File: config.mk
export PLATFORM = sky130hd
export DESIGN_NAME = grid_overlay
export DESIGN_NICKNAME = d
export VERILOG_FILES = /design/src/rtl/grid_overlay.sv
export SDC_FILE = /design/constraint.sdc
export NUM_CORES = 1
export LEC_CHECK = 0
export BUFFER_PORTS_ARGS = -buffer_cell sky130_fd_sc_hd__buf_2
export CORE_AREA = 2 2 39 41
export CTS_BUF_LIST = sky130_fd_sc_hd__clkbuf_16
export DETAILED_ROUTE_END_ITERATION = 7
export DIE_AREA = 0 0 41 43
export PLACE_DENSITY_LB_ADDON = 0.08
export SYNTH_ARGS = -nofsm -noshare
export SYNTH_HDL_FRONTEND = slang
export SYNTH_SLANG_ARGS = --single-unit
File: constraint.sdc
create_clock -name clk -period 0.9 [get_ports clk]
set_input_delay 0.045 -clock clk [delete_from_list [all_inputs] [get_ports clk]]
set_output_delay 0.045 -clock clk [all_outputs]
set_load 0.01 [all_outputs]
File: src/rtl/grid_overlay.sv
// grid_overlay: draws a COLS x ROWS grid of LINE_T-thick lines over the
// active VGA area and, optionally, a blinking cursor cell.
// Both pixel flags are registered one clock behind the counters.
// Optional feature macro: GRID_OVERLAY_CURSOR_EN builds the cursor,
// the move handshake, the frame counter and the blink logic. Without it
// only the grid remains and the cursor outputs are tied off.
module grid_overlay #(
   parameter int CNT_W        = 16,
   parameter int H_ACTIVE     = 640,
   parameter int V_ACTIVE     = 480,
   parameter int COLS         = 3,
   parameter int ROWS         = 3,
   parameter int H_START      = 341,
   parameter int H_PITCH      = 240,
   parameter int V_START      = 173,
   parameter int V_PITCH      = 171,
   parameter int LINE_T       = 4,
   parameter int BLINK_FRAMES = 30
) (
   input  logic                      clk,
   input  logic                      rst_n,
   input  logic [CNT_W-1:0]          h_count,
   input  logic [CNT_W-1:0]          v_count,
   input  logic                      move_valid,
   input  logic [1:0]                move_dir,
   output logic                      move_ready,
   output logic [$clog2(COLS)-1:0]   cursor_col,
   output logic [$clog2(ROWS)-1:0]   cursor_row,
   output logic                      grid_px,
   output logic                      cursor_px
);

   localparam logic [CNT_W-1:0] H_ACT = CNT_W'(H_ACTIVE);
   localparam logic [CNT_W-1:0] V_ACT = CNT_W'(V_ACTIVE);

   logic on_vline;
   logic on_hline;
   logic active;
   logic grid_px_d;
   logic grid_px_q;

   // Line membership: each line occupies LINE_T pixels from its start position
   always_comb begin
      on_vline = 1'b0;
      on_hline = 1'b0;
      for (int k = 1; k < COLS; k++) begin
         if ((h_count >= CNT_W'(H_START + (k - 1) * H_PITCH)) &&
             (h_count <= CNT_W'(H_START + (k - 1) * H_PITCH + LINE_T - 1)))
            on_vline = 1'b1;
      end
      for (int j = 1; j < ROWS; j++) begin
         if ((v_count >= CNT_W'(V_START + (j - 1) * V_PITCH)) &&
             (v_count <= CNT_W'(V_START + (j - 1) * V_PITCH + LINE_T - 1)))
            on_hline = 1'b1;
      end
      active    = (h_count < H_ACT) && (v_count < V_ACT);
      grid_px_d = active && (on_vline || on_hline);
   end

   // Grid flag register, one pixel behind the counters
   always_ff @(posedge clk or negedge rst_n) begin
      if (!rst_n) grid_px_q <= 1'b0;
      else        grid_px_q <= grid_px_d;
   end

   assign grid_px = grid_px_q;

`ifdef GRID_OVERLAY_CURSOR_EN
   localparam int COL_W = $clog2(COLS);
   localparam int ROW_W = $clog2(ROWS);
   localparam int FC_W  = (BLINK_FRAMES > 1) ? $clog2(BLINK_FRAMES) : 1;
   localparam logic [COL_W-1:0] COL_MAX = COL_W'(COLS - 1);
   localparam logic [ROW_W-1:0] ROW_MAX = ROW_W'(ROWS - 1);
   localparam logic [FC_W-1:0]  FC_MAX  = FC_W'(BLINK_FRAMES - 1);

   logic [COL_W-1:0] cell_col;
   logic [ROW_W-1:0] cell_row;
   logic             zero_d, zero_q;
   logic             zero_dly_d, zero_dly_q;
   logic             frame_evt;
   logic             pending_d, pending_q;
   logic [1:0]       pend_dir_d, pend_dir_q;
   logic [COL_W-1:0] cursor_col_d, cursor_col_q;
   logic [ROW_W-1:0] cursor_row_d, cursor_row_q;
   logic [FC_W-1:0]  frame_cnt_d, frame_cnt_q;
   logic             blink_on_d, blink_on_q;
   logic             cursor_px_d, cursor_px_q;

   // Cell index = number of lines whose first pixel has been reached
   always_comb begin
      cell_col = '0;
      cell_row = '0;
      for (int k = 1; k < COLS; k++) begin
         if (h_count >= CNT_W'(H_START + (k - 1) * H_PITCH))
            cell_col = cell_col + COL_W'(1);
      end
      for (int j = 1; j < ROWS; j++) begin
         if (v_count >= CNT_W'(V_START + (j - 1) * V_PITCH))
            cell_row = cell_row + ROW_W'(1);
      end
   end

   assign frame_evt = zero_q && !zero_dly_q;

   // Next state: accept moves, commit them at frame start, run the blink timer
   always_comb begin
      zero_d       = (h_count == '0) && (v_count == '0);
      zero_dly_d   = zero_q;
      pending_d    = pending_q;
      pend_dir_d   = pend_dir_q;
      cursor_col_d = cursor_col_q;
      cursor_row_d = cursor_row_q;
      frame_cnt_d  = frame_cnt_q;
      blink_on_d   = blink_on_q;

      if (frame_evt && pending_q) begin
         pending_d   = 1'b0;
         frame_cnt_d = '0;
         blink_on_d  = 1'b1;
         case (pend_dir_q)
            2'b00:   cursor_row_d = (cursor_row_q == '0) ? ROW_MAX : cursor_row_q - ROW_W'(1);
            2'b01:   cursor_row_d = (cursor_row_q == ROW_MAX) ? '0 : cursor_row_q + ROW_W'(1);
            2'b10:   cursor_col_d = (cursor_col_q == '0) ? COL_MAX : cursor_col_q - COL_W'(1);
            default: cursor_col_d = (cursor_col_q == COL_MAX) ? '0 : cursor_col_q + COL_W'(1);
         endcase
      end else if (frame_evt) begin
         if (frame_cnt_q == FC_MAX) begin
            frame_cnt_d = '0;
            blink_on_d  = !blink_on_q;
         end else begin
            frame_cnt_d = frame_cnt_q + FC_W'(1);
         end
      end

      if (move_valid && !pending_q) begin
         pending_d  = 1'b1;
         pend_dir_d = move_dir;
      end

      cursor_px_d = active && !on_vline && !on_hline && blink_on_q &&
                    (cell_col == cursor_col_q) && (cell_row == cursor_row_q);
   end

   // Cursor state registers; reset drops any pending move
   always_ff @(posedge clk or negedge rst_n) begin
      if (!rst_n) begin
         zero_q       <= 1'b0;
         zero_dly_q   <= 1'b0;
         pending_q    <= 1'b0;
         pend_dir_q   <= 2'b00;
         cursor_col_q <= '0;
         cursor_row_q <= '0;
         frame_cnt_q  <= '0;
         blink_on_q   <= 1'b1;
         cursor_px_q  <= 1'b0;
      end else begin
         zero_q       <= zero_d;
         zero_dly_q   <= zero_dly_d;
         pending_q    <= pending_d;
         pend_dir_q   <= pend_dir_d;
         cursor_col_q <= cursor_col_d;
         cursor_row_q <= cursor_row_d;
         frame_cnt_q  <= frame_cnt_d;
         blink_on_q   <= blink_on_d;
         cursor_px_q  <= cursor_px_d;
      end
   end

   assign move_ready = !pending_q;
   assign cursor_col = cursor_col_q;
   assign cursor_row = cursor_row_q;
   assign cursor_px  = cursor_px_q;
`else
   logic unused_move;
   assign unused_move = ^{move_valid, move_dir};

   assign move_ready = 1'b1;
   assign cursor_col = '0;
   assign cursor_row = '0;
   assign cursor_px  = 1'b0;
`endif

endmodule
# Word level (Yosys, flattened, before mapping)
# Index checks and enable logic that the tools add are counted.
# W data, S select, Z words.
# word_totals
regBits,1
wordCells,22
# classes
magnitude_cmp,10
mux,4
reduce_logical,7
# op_table
cell,n
$ge A16 B9 Y1 const B,2
$le A16 B9 Y1 const B,2
$ge A16 B10 Y1 const B,1
$ge A16 B8 Y1 const B,1
$le A16 B10 Y1 const B,1
$le A16 B8 Y1 const B,1
$lt A16 B10 Y1 const B,1
$lt A16 B9 Y1 const B,1
$logic_and A1 B1 Y1,6
$mux W1,4
$logic_or A1 B1 Y1,1

# Logic depth before layout (Yosys ltp)
# logic_depth
depth_word,6
ltp_mapped,4
mapped_depth_nobuf,4

# Worst setup path before layout
# OpenSTA, ideal clock, no wires.
# synth_timing
path_kind,input port to flip-flop
start,in h_count[14]
end,reg grid_px_q (netlist: grid_px)
setup_ns,0.082
arrival_time_ns,1.125
t_required_ns,0.818
path_slack_ns,-0.307
cell_stages,3
path_buffers,0
path_cell_list,or4_1 -> or4_1 -> a31oi_1
# synth_between
elab_chain_len,6
elab_cells_between_ends,12
cone_classes,5 x order compare; 2 x mux; 5 x reduce/logical
# synth_rtl
element,line_no,text
start: declaration,22,"input logic [CNT_W-1:0] h_count,"
$ge A16 B9 Y1 / $le A16 B9 Y1 (equally long branches),"47, 48",
$logic_and A1 B1 Y1,47,if ((h_count >= CNT_W'(H_START + (k - 1) * H_PITCH)) &&
$mux W1 (2 in series),47,
$logic_or A1 B1 Y1,57,grid_px_d = active && (on_vline || on_hline);
$logic_and A1 B1 Y1 *,57,
net grid_px_d,39,logic grid_px_d;
end signal: assignment,63,else grid_px_q <= grid_px_d;
end: declaration,40,logic grid_px_q;
# The timed path passes the listed nets; every way through them passes the cells marked *.

# Worst setup path after layout
# Ends and elaborated chain as after synthesis.

==> reports/qor.yml <==
run_status: "finished with violations"
violated_checks: "negative setup slack"
initial_core_util_pct: 16.8
total_grt_overflow: 0
critical_path.startpoint_type: "input pin"
die_h_um: 43
port_buffers: 34
drc_errors: 0
setup.worst_path.end: "grid_px"
global_route_wire_length_before_repair_um: 1100
cellPowerDensity_nw_per_um2: 410
dp_hpwl_um: 688
dp.cells: 85
diodes: 0
synth_cell_type_count: 18
cells_after_synth: 33
post_layout_nonfiller_instances: 86
detail_route.first_pass.iterations: 4
report.final.hold_viol_count: 0
post_synth.cell_area_avg_um2: 7.05
setup-tns-final_ps: -432
worst_hold_path_type: "in -> reg"
startpoint: "h_count[14]"
antenna_found_initial: 0
clk_transition_reported_paths_ps: 0
seq_area_frac_synth_pct: 10.8
wl_um: 718
critPathArrivalTime_ps: 1250
floorplan.die_area_um2: 1760
cp_max_fo: 1
largest_reg_flops: 1
finish.net_count: 109
floorplan.die.width_um: 41
drive_above_1_share_pct: 55.7
dr.first_iter.drc_count: 9
slew_violations: 0
via_count: 354
multi_input_comb_area_um2: 178
grt_setup_unrepaired: "yes"
max_cap_viol_count: 0
maximum_number_of_pins_on_one_net_before_global_route_repair: 4
grt_pass1_vias: 308
combined_area_of_all_synthesized_cells_um2: 233
ir_drop_uv: 124
route.antenna.remaining_nets: 0
grt_util_all_layers_pct: 8.19
seqCellArea_um2: 25.0
core_area_um2: 1380
setup-violations-final: 1
finalCritPeriodShare_pct: 148
gp_congestion: 0.652
time_the_final_worst_path_needs_with_i_o_delays_and_setup_ps: 1330
synth.yosys.warnings: 0
pin_count: 44
layout-area-overhead-vs-synth_pct: 88.7
via_per_inst: 4.12
pleak_nw: 0.220
timing.fmax_ghz: 0.751
rows: 14
setup.worst_path.class: "in -> reg"
route.detailed.wl_per_inst_um: 8.35
cp-end-kind: "flip-flop"
filler_cell_count: 150
worst-endpoint-required_ps: 820
number_of_synthesized_register_bits: 1
timing.final.ws_setup_ps: -432
metal layers:
metal / global-route usage, % / wire (um) / up-vias / share of wire [%]
li1: - / - / 192 / -
met1: 10.4 / 255 / 146 / 36
met2: 15.0 / 392 / 16 / 55
met3: 0.524 / 70 / 0 / 9.7
met4: 0 / 0 / 0 / 0
met5: 0 / 0 / - / 0
stage by stage:
stage	hold slack, ps	power (mW)	instance area, um2	worst slack (ps)	utilization [%]
6_report	292	0.180	439	-432	31.7
3_5_place_dp	-179	0.175	423	-453	30.6
5_1_grt	336	0.196	439	-526	31.7
4_1_cts	300	0.181	439	-447	31.7
3_3_place_gp	-180	0.176	423	-454	30.6
2_1_floorplan	-251	0.0990	248	-307	-
synth_stat cells:
| cell type | count | area (um2) |
|---|---|---|
| nand3b_1 | 1 | 7.51 |
| dfrtp_1 | 1 | 25.0 |
| o32ai_1 | 1 | 8.76 |
| or4_1 | 2 | 15.0 |
| buf_4 | 6 | 45.0 |
| nor4b_1 | 2 | 17.5 |
| nor4_1 | 1 | 6.26 |
| nor3b_1 | 2 | 15.0 |
| or4b_2 | 1 | 10.0 |
| nand2_1 | 1 | 3.75 |
| nor3_1 | 1 | 5.00 |
| conb_1 | 2 | 7.51 |
| nand4_1 | 4 | 25.0 |
| o211ai_1 | 1 | 7.51 |
| o21ai_0 | 2 | 10.0 |
| nor2_1 | 3 | 11.3 |
| a31oi_1 | 1 | 6.26 |
| nand2b_1 | 1 | 6.26 |
critical path, stage by stage:
cell and delay (ps):
buf_6 90, or4_1 500, or4_1 480, a31oi_1 140
logic make-up after synthesis:
group           share of synthesized area, %
other cells                             3.23
compound gates                          14.0
flops                                   10.8
simple gates                            52.7
buf+inv                                 19.4
power breakdown:
part           switching (mW)  internal [mW]  leakage, nW
combinational          0.0524         0.0817        0.206
clock                       0              0            0
sequential       0.0000000241         0.0458       0.0140
total                  0.0524          0.127        0.220
placed cells by master, fill, tap and decap left out:
cell type      synthesis  layout
nor2_1                 3       3
nand2_1                1       1
nand2b_1               1       1
nor3b_1                2       2
nor4_1                 1       1
o21ai_0                2       2
or4_1                  2       2
nor4b_1                2       2
a31oi_1                1       1
or4b_2                 1       1
buf_2                  0      33
buf_4                  6       4
nand3b_1               1       1
nand4_1                4       4
dfrtp_1                1       1
o32ai_1                1       1
dlygate4sd3_1          0       1
conb_1                 2       6
o211ai_1               1       1
buf_6                  0       1
nor3_1                 1       1
worst min-delay path by stage:
stage	start	endpoint	cells past startpoint
final	v_count[14]	grid_px	3
after global routing	v_count[14]	grid_px	3
after CTS	v_count[14]	grid_px	3
after global placement	rst_n	grid_px	1
after floorplan	rst_n	grid_px	0
after detailed placement	rst_n	grid_px	1
layout make-up:
cell class	count	area share (%)
well taps	16	4.56
repair buffers	39	49.3
multi-input cells	30	40.5
flip-flops and latches	1	5.70
timing repair:
item / 4_1_cts / 5_1_grt
hold endpoints to repair: 1 / 0
setup buffers: 0 / 0
setup endpoints to repair: 1 / 1
resized for setup: 1 / 0
hold buffers: 1 / 0
Power figures use the tool's default switching activity.
